===== src/rtl/inc_pkg.sv =====
// Shared definitions for the increment strobe generator: FSM states and defaults.
// The minimum gap guarantees a low cycle between strobes for downstream edge detection.
package inc_pkg;

    localparam int CNT_W_DEF = 4;
    localparam int GAP_W_DEF = 4;
    localparam int MIN_GAP   = 1;

    typedef enum logic [1:0] {
        IDLE  = 2'd0,
        PULSE = 2'd1,
        GAP   = 2'd2,
        FIN   = 2'd3
    } state_t;

endpackage


===== src/rtl/strobe_gap_timer.sv =====
// Loadable count-down timer measuring the low cycles between strobes.
// A load takes priority over a decrement; the count saturates at zero.
module strobe_gap_timer #(
    parameter int GAP_W = 4
) (
    input  logic             clk,
    input  logic             rst,
    input  logic             load,
    input  logic [GAP_W-1:0] load_val,
    input  logic             dec,
    output logic             zero
);

    logic [GAP_W-1:0] cnt_reg;

    always_ff @(posedge clk or posedge rst) begin
        if (rst) begin
            cnt_reg <= '0;
        end else if (load) begin
            cnt_reg <= load_val;
        end else if (dec && (cnt_reg != '0)) begin
            cnt_reg <= cnt_reg - GAP_W'(1);
        end
    end

    assign zero = (cnt_reg == '0);

endmodule


===== src/rtl/inc_strobe_gen.sv =====
// Turns an accepted burst request into N single-cycle increment strobes,
// each followed by at least one low cycle, and reports busy/progress/completion.
module inc_strobe_gen
    import inc_pkg::*;
#(
    parameter int CNT_W = CNT_W_DEF,
    parameter int GAP_W = GAP_W_DEF
) (
    input  logic             clk,
    input  logic             rst,
    input  logic             req_valid,
    output logic             req_ready,
    input  logic [CNT_W-1:0] req_count,
    input  logic [GAP_W-1:0] req_gap,
    output logic             inc_out,
    output logic             busy,
    output logic             done,
    output logic [CNT_W-1:0] sent
);

    state_t           state_reg, state_next;
    logic             inc_reg, inc_next;
    logic             done_reg, done_next;
    logic             busy_reg, busy_next;
    logic [CNT_W-1:0] sent_reg, sent_next;
    logic [CNT_W-1:0] remaining_reg, remaining_next;
    logic [GAP_W-1:0] gap_len_reg, gap_len_next;
    logic [GAP_W-1:0] req_gap_eff;
    logic             accept;
    logic             timer_load;
    logic             timer_dec;
    logic             gap_zero;

    assign req_ready   = (state_reg == IDLE) && !rst;
    assign accept      = req_valid && req_ready;
    // A zero gap would make strobes back-to-back and merge counter edges.
    assign req_gap_eff = (req_gap < GAP_W'(MIN_GAP)) ? GAP_W'(MIN_GAP) : req_gap;

    strobe_gap_timer #(
        .GAP_W(GAP_W)
    ) u_gap_timer (
        .clk      (clk),
        .rst      (rst),
        .load     (timer_load),
        .load_val (gap_len_reg - GAP_W'(1)),
        .dec      (timer_dec),
        .zero     (gap_zero)
    );

    always_ff @(posedge clk or posedge rst) begin
        if (rst) begin
            state_reg     <= IDLE;
            inc_reg       <= 1'b0;
            done_reg      <= 1'b0;
            busy_reg      <= 1'b0;
            sent_reg      <= '0;
            remaining_reg <= '0;
            gap_len_reg   <= GAP_W'(MIN_GAP);
        end else begin
            state_reg     <= state_next;
            inc_reg       <= inc_next;
            done_reg      <= done_next;
            busy_reg      <= busy_next;
            sent_reg      <= sent_next;
            remaining_reg <= remaining_next;
            gap_len_reg   <= gap_len_next;
        end
    end

    always_comb begin
        state_next     = state_reg;
        inc_next       = 1'b0;
        done_next      = 1'b0;
        sent_next      = sent_reg;
        remaining_next = remaining_reg;
        gap_len_next   = gap_len_reg;
        timer_load     = 1'b0;
        timer_dec      = 1'b0;
        case (state_reg)
            IDLE: begin
                if (accept) begin
                    gap_len_next = req_gap_eff;
                    if (req_count != '0) begin
                        state_next     = PULSE;
                        inc_next       = 1'b1;
                        sent_next      = CNT_W'(1);
                        remaining_next = req_count - CNT_W'(1);
                    end else begin
                        state_next     = FIN;
                        done_next      = 1'b1;
                        sent_next      = '0;
                        remaining_next = '0;
                    end
                end
            end
            PULSE: begin
                if (remaining_reg == '0) begin
                    state_next = FIN;
                    done_next  = 1'b1;
                end else begin
                    state_next = GAP;
                    timer_load = 1'b1;
                end
            end
            GAP: begin
                if (gap_zero) begin
                    state_next     = PULSE;
                    inc_next       = 1'b1;
                    sent_next      = sent_reg + CNT_W'(1);
                    remaining_next = remaining_reg - CNT_W'(1);
                end else begin
                    timer_dec = 1'b1;
                end
            end
            FIN: begin
                state_next = IDLE;
            end
            default: begin
                state_next = IDLE;
            end
        endcase
        busy_next = (state_next != IDLE);
    end

    assign inc_out = inc_reg;
    assign done    = done_reg;
    assign busy    = busy_reg;
    assign sent    = sent_reg;

endmodule


===== config.mk =====
export PLATFORM = sky130hd
export DESIGN_NAME = inc_strobe_gen
export DESIGN_NICKNAME = d
export VERILOG_FILES = /design/src/rtl/inc_pkg.sv /design/src/rtl/strobe_gap_timer.sv /design/src/rtl/inc_strobe_gen.sv
export SDC_FILE = /design/constraint.sdc
export NUM_CORES = 1
export LEC_CHECK = 0
export BUFFER_PORTS_ARGS = -buffer_cell sky130_fd_sc_hd__buf_2
export CAP_MARGIN = 25
export CORE_ASPECT_RATIO = 1.1
export CORE_MARGIN = 2
export CORE_UTILIZATION = 48
export DETAILED_ROUTE_END_ITERATION = 10
export GPL_ROUTABILITY_DRIVEN = 1
export PLACE_DENSITY = 0.72
export SLEW_MARGIN = 20
export SYNTH_ARGS = -nofsm -noshare
export SYNTH_HDL_FRONTEND = slang
export SYNTH_HIERARCHICAL = 1
export SYNTH_SLANG_ARGS = --single-unit
export TNS_END_PERCENT = 30

===== constraint.sdc =====
create_clock -name clk -period 2.05 [get_ports clk]
set_clock_uncertainty 0.15 [all_clocks]
set_input_delay 0.3075 -clock clk [delete_from_list [all_inputs] [get_ports clk]]
set_output_delay 0.3075 -clock clk [all_outputs]
set_load 0.02 [all_outputs]

==> flow_metrics.env <==
export IMPL_ir_worst_vdd_mv=0.943
export IMPL_cts_max_level=1
export IMPL_cts_inserted_buffers=3
export IMPL_fin_area_mm2=0.00161
export IMPL_grtUsageTotal=0.203
export IMPL_hp_class="input pin to flip-flop"
export IMPL_synth_most_common_cell="dfrtp_1"
export IMPL_synthCells=125
export IMPL_grt_remaining_overflow=0
export IMPL_synth_seq_cells=21
export IMPL_ant_nets=0
export IMPL_critical_path_endpoint="sent[3]$_DFFE_PP0P_"
export IMPL_die_x_um=52.7
export IMPL_wl_met2_mm=1.55
export IMPL_holdPathStages=3
export IMPL_start_util=0.501
export IMPL_grt_pass1_wl_mm=4.54
export IMPL_root_buffer="clkbuf_4"
export IMPL_timing_rr_end="sent[3]$_DFFE_PP0P_"
export IMPL_top_layer="met4"
export IMPL_worst_slack_ps=66.0
export IMPL_end_kind="flip-flop"
export IMPL_timing_hold_violations_final=0
export IMPL_r2r_slack_ps=70
export IMPL_power_density_mw_per_mm2=1450
export IMPL_synth_area_per_cell_um2=10.0
export IMPL_r2r_start="u_gap_timer/cnt_reg[0]$_DFFE_PP0P_"
export IMPL_path_clk_slew_ps=120
export IMPL_wl_met3_um=59
export IMPL_crit_buf_inv=3
export IMPL_cts_num_sinks=21
export IMPL_rows=19
export IMPL_max_slew_margin=0.560
export IMPL_io_pins=19
export IMPL_status="completed"
export IMPL_finalSetupViolations=0
export IMPL_period_needed_ps=1980
export IMPL_critPathMaxFanout=4
export IMPL_max_freq_mhz=504
export IMPL_synth_edf_count=0
export IMPL_cts_tree="yes"
export IMPL_num_vias=1076
export IMPL_crit_slowest_cell="dfrtp_1"
export IMPL_drc=0
export IMPL_routabilityCongestion=0.785
export IMPL_core_area_mm2=0.00250
export IMPL_tightestPinTransition_ps=660
export IMPL_cts_max_path_buffers=2
export IMPL_crit_path_start="u_gap_timer/cnt_reg[0]$_DFFE_PP0P_"
export IMPL_die_area_mm2=0.00303
export IMPL_max_stage_delay_ps=410
export IMPL_yosys_top_cells_count="dfrtp_1 (20), nand2_1 (15), inv_1 (11)"
export IMPL_worstPathArrival_ps=2070
export IMPL_worstPathRequired_ps=2140
export IMPL_crit_cells=8
export IMPL_insertion_delay_ps=300
export IMPL_ys_flop_type="dfrtp_1"
export IMPL_timing_final_crit_share=0.968
export IMPL_maxSlewViolCount=0
export IMPL_place_ws_ps=-65.2
export IMPL_finish_net_count=179
export IMPL_yosysWarningCount=6
export IMPL_port_buffers=18
export IMPL_met1Wirelength_mm=1.27
export IMPL_hold_slack_ps=57.4
export IMPL_wl_per_cell_um=14.9
export IMPL_synth_distinct_cells=49
export IMPL_drv_cap=0
export IMPL_synth_top_cell_area_share=0.400
export IMPL_critical_path_top_delay_family="simple AND/OR/NAND/NOR gates"
export IMPL_first_pass_iters=4
export IMPL_critical_path_class="flip-flop to flip-flop"
export IMPL_worstRegToRegCells=8
export IMPL_postRouteWirelength_mm=2.90
export IMPL_p_leak_nw=0.788
export IMPL_syn_cell_area_mm2=0.00125
export IMPL_cp_start_kind="flip-flop"
export IMPL_antenna_found_initial=0
export IMPL_syn_nets=140
export IMPL_diodes=0
export IMPL_synthTopCellsByArea="dfrtp_1 (40%), nand2_1 (4.5%), ha_1 (4.0%), inv_1 (3.3%), buf_6 (2.7%)"
export IMPL_seq_area_frac_synth=0.421
export IMPL_grt_pass1_vias=1027
export IMPL_crit_path_cell_trace="inv_2 -> ha_4 -> or3b_4 -> clkinvlp_4 -> buf_12 -> nand3b_4 -> or3_1 -> a21oi_1"
export IMPL_drive_above_1_share=0.362
export IMPL_synth_top_area_cell="dfrtp_1"
export IMPL_vias_per_cell=5.55
export IMPL_area_delta_synth_final_pct=28.6
export IMPL_drt_iter0_drc=28
export IMPL_grt_max_degree=18
export IMPL_die_h_um=57.5
export IMPL_place_area_mm2=0.00149
export IMPL_fin_util=0.645
export IMPL_async_flop_share=1.00
export IMPL_dp_hpwl_mm=2.09
[routing by layer]
metal,vias to the layer above,track usage
met5,-,0
li1,530,-
met3,4,0.0236
met1,529,0.263
met2,13,0.341
met4,0,0.0769
[area by class of cell]
type | instances | area, um2
Tap cell | 31 | 38.8
Inverter | 11 | 45.0
Sequential cell | 21 | 527
Multi-Input combinational cell | 88 | 704
Timing Repair Buffer | 39 | 267
Clock inverter | 1 | 5.00
Fill cell | 205 | 887
Clock buffer | 3 | 22.5
[cells in the final DEF (no fill, tap or decap), types with 2 or more instances in the layout]
cell type	instances
buf_2	18
clkbuf_4	3
xor2_1	3
o21ai_0	6
o21ai_1	2
nand3_1	4
a21oi_1	6
nor2_1	4
nor3_1	6
nor4b_4	2
a2bb2oi_2	2
dfrtp_1	20
inv_1	9
buf_4	18
ha_1	3
nand2_1	15
nor3b_1	2
nand2b_1	2
[how the worst min path moves through the flow]
stage / startpoint / to / slack [ps]
after floorplan: rst / u_gap_timer/cnt_reg[0]$_DFFE_PP0P_ / -80
after global placement: rst / u_gap_timer/cnt_reg[2]$_DFFE_PP0P_ / 110
after detailed placement: rst / u_gap_timer/cnt_reg[2]$_DFFE_PP0P_ / 110
after CTS: req_gap[2] / gap_len_reg[2]$_DFFE_PP0P_ / 40
after global routing: req_gap[2] / gap_len_reg[2]$_DFFE_PP0P_ / 40
final: req_gap[2] / gap_len_reg[2]$_DFFE_PP0P_ / 60
[cell families after synthesis]
family / after synthesis / share of synthesized area
XOR/XNOR: 3 / 0.0210
AND/OR/NAND/NOR: 50 / 0.250
AO/OA/AOI/OAI: 31 / 0.202
flip-flops: 21 / 0.421
buffers and inverters: 16 / 0.0660
adder cells (fa/ha/maj): 4 / 0.0400
[power by group]
group	leakage, nW	switching [mW]	internal (mW)	total, mW
Sequential	0.263	0.139	0.599	0.738
Combinational	0.508	0.700	0.704	1.40
Clock	0.0177	0.126	0.0727	0.199
[stage by stage]
stage / TNS, ps / total power, mW / instances
2_1_floorplan: -58.9 / 1.57 / 125
3_3_place_gp: 0 / 1.93 / 185
3_5_place_dp: -65.2 / 1.98 / 185
4_1_cts: 0 / 2.25 / 192
5_1_grt: -3.14 / 2.52 / 194
6_report: 0 / 2.34 / 194
[repair_timing]
action | in CTS | in global routing
setup buffers | 2 | 2
hold buffers | 1 | 0
endpoints found under the setup margin | 3 | 5
gates resized for setup | 6 | 4
pin swaps | 2 | 3
hold endpoints to repair | 20 | 0
[worst register-to-register path: cells and delay by family, from the launching register on]
family,cells,cell delay (ps)
adders and majority gates,1,130
buffers and inverters,3,330
DFF,1,410
AOI/OAI and AO/OA,1,130
and+or+nand+nor,3,780
Note: power is estimated with default switching activity, not from simulation.
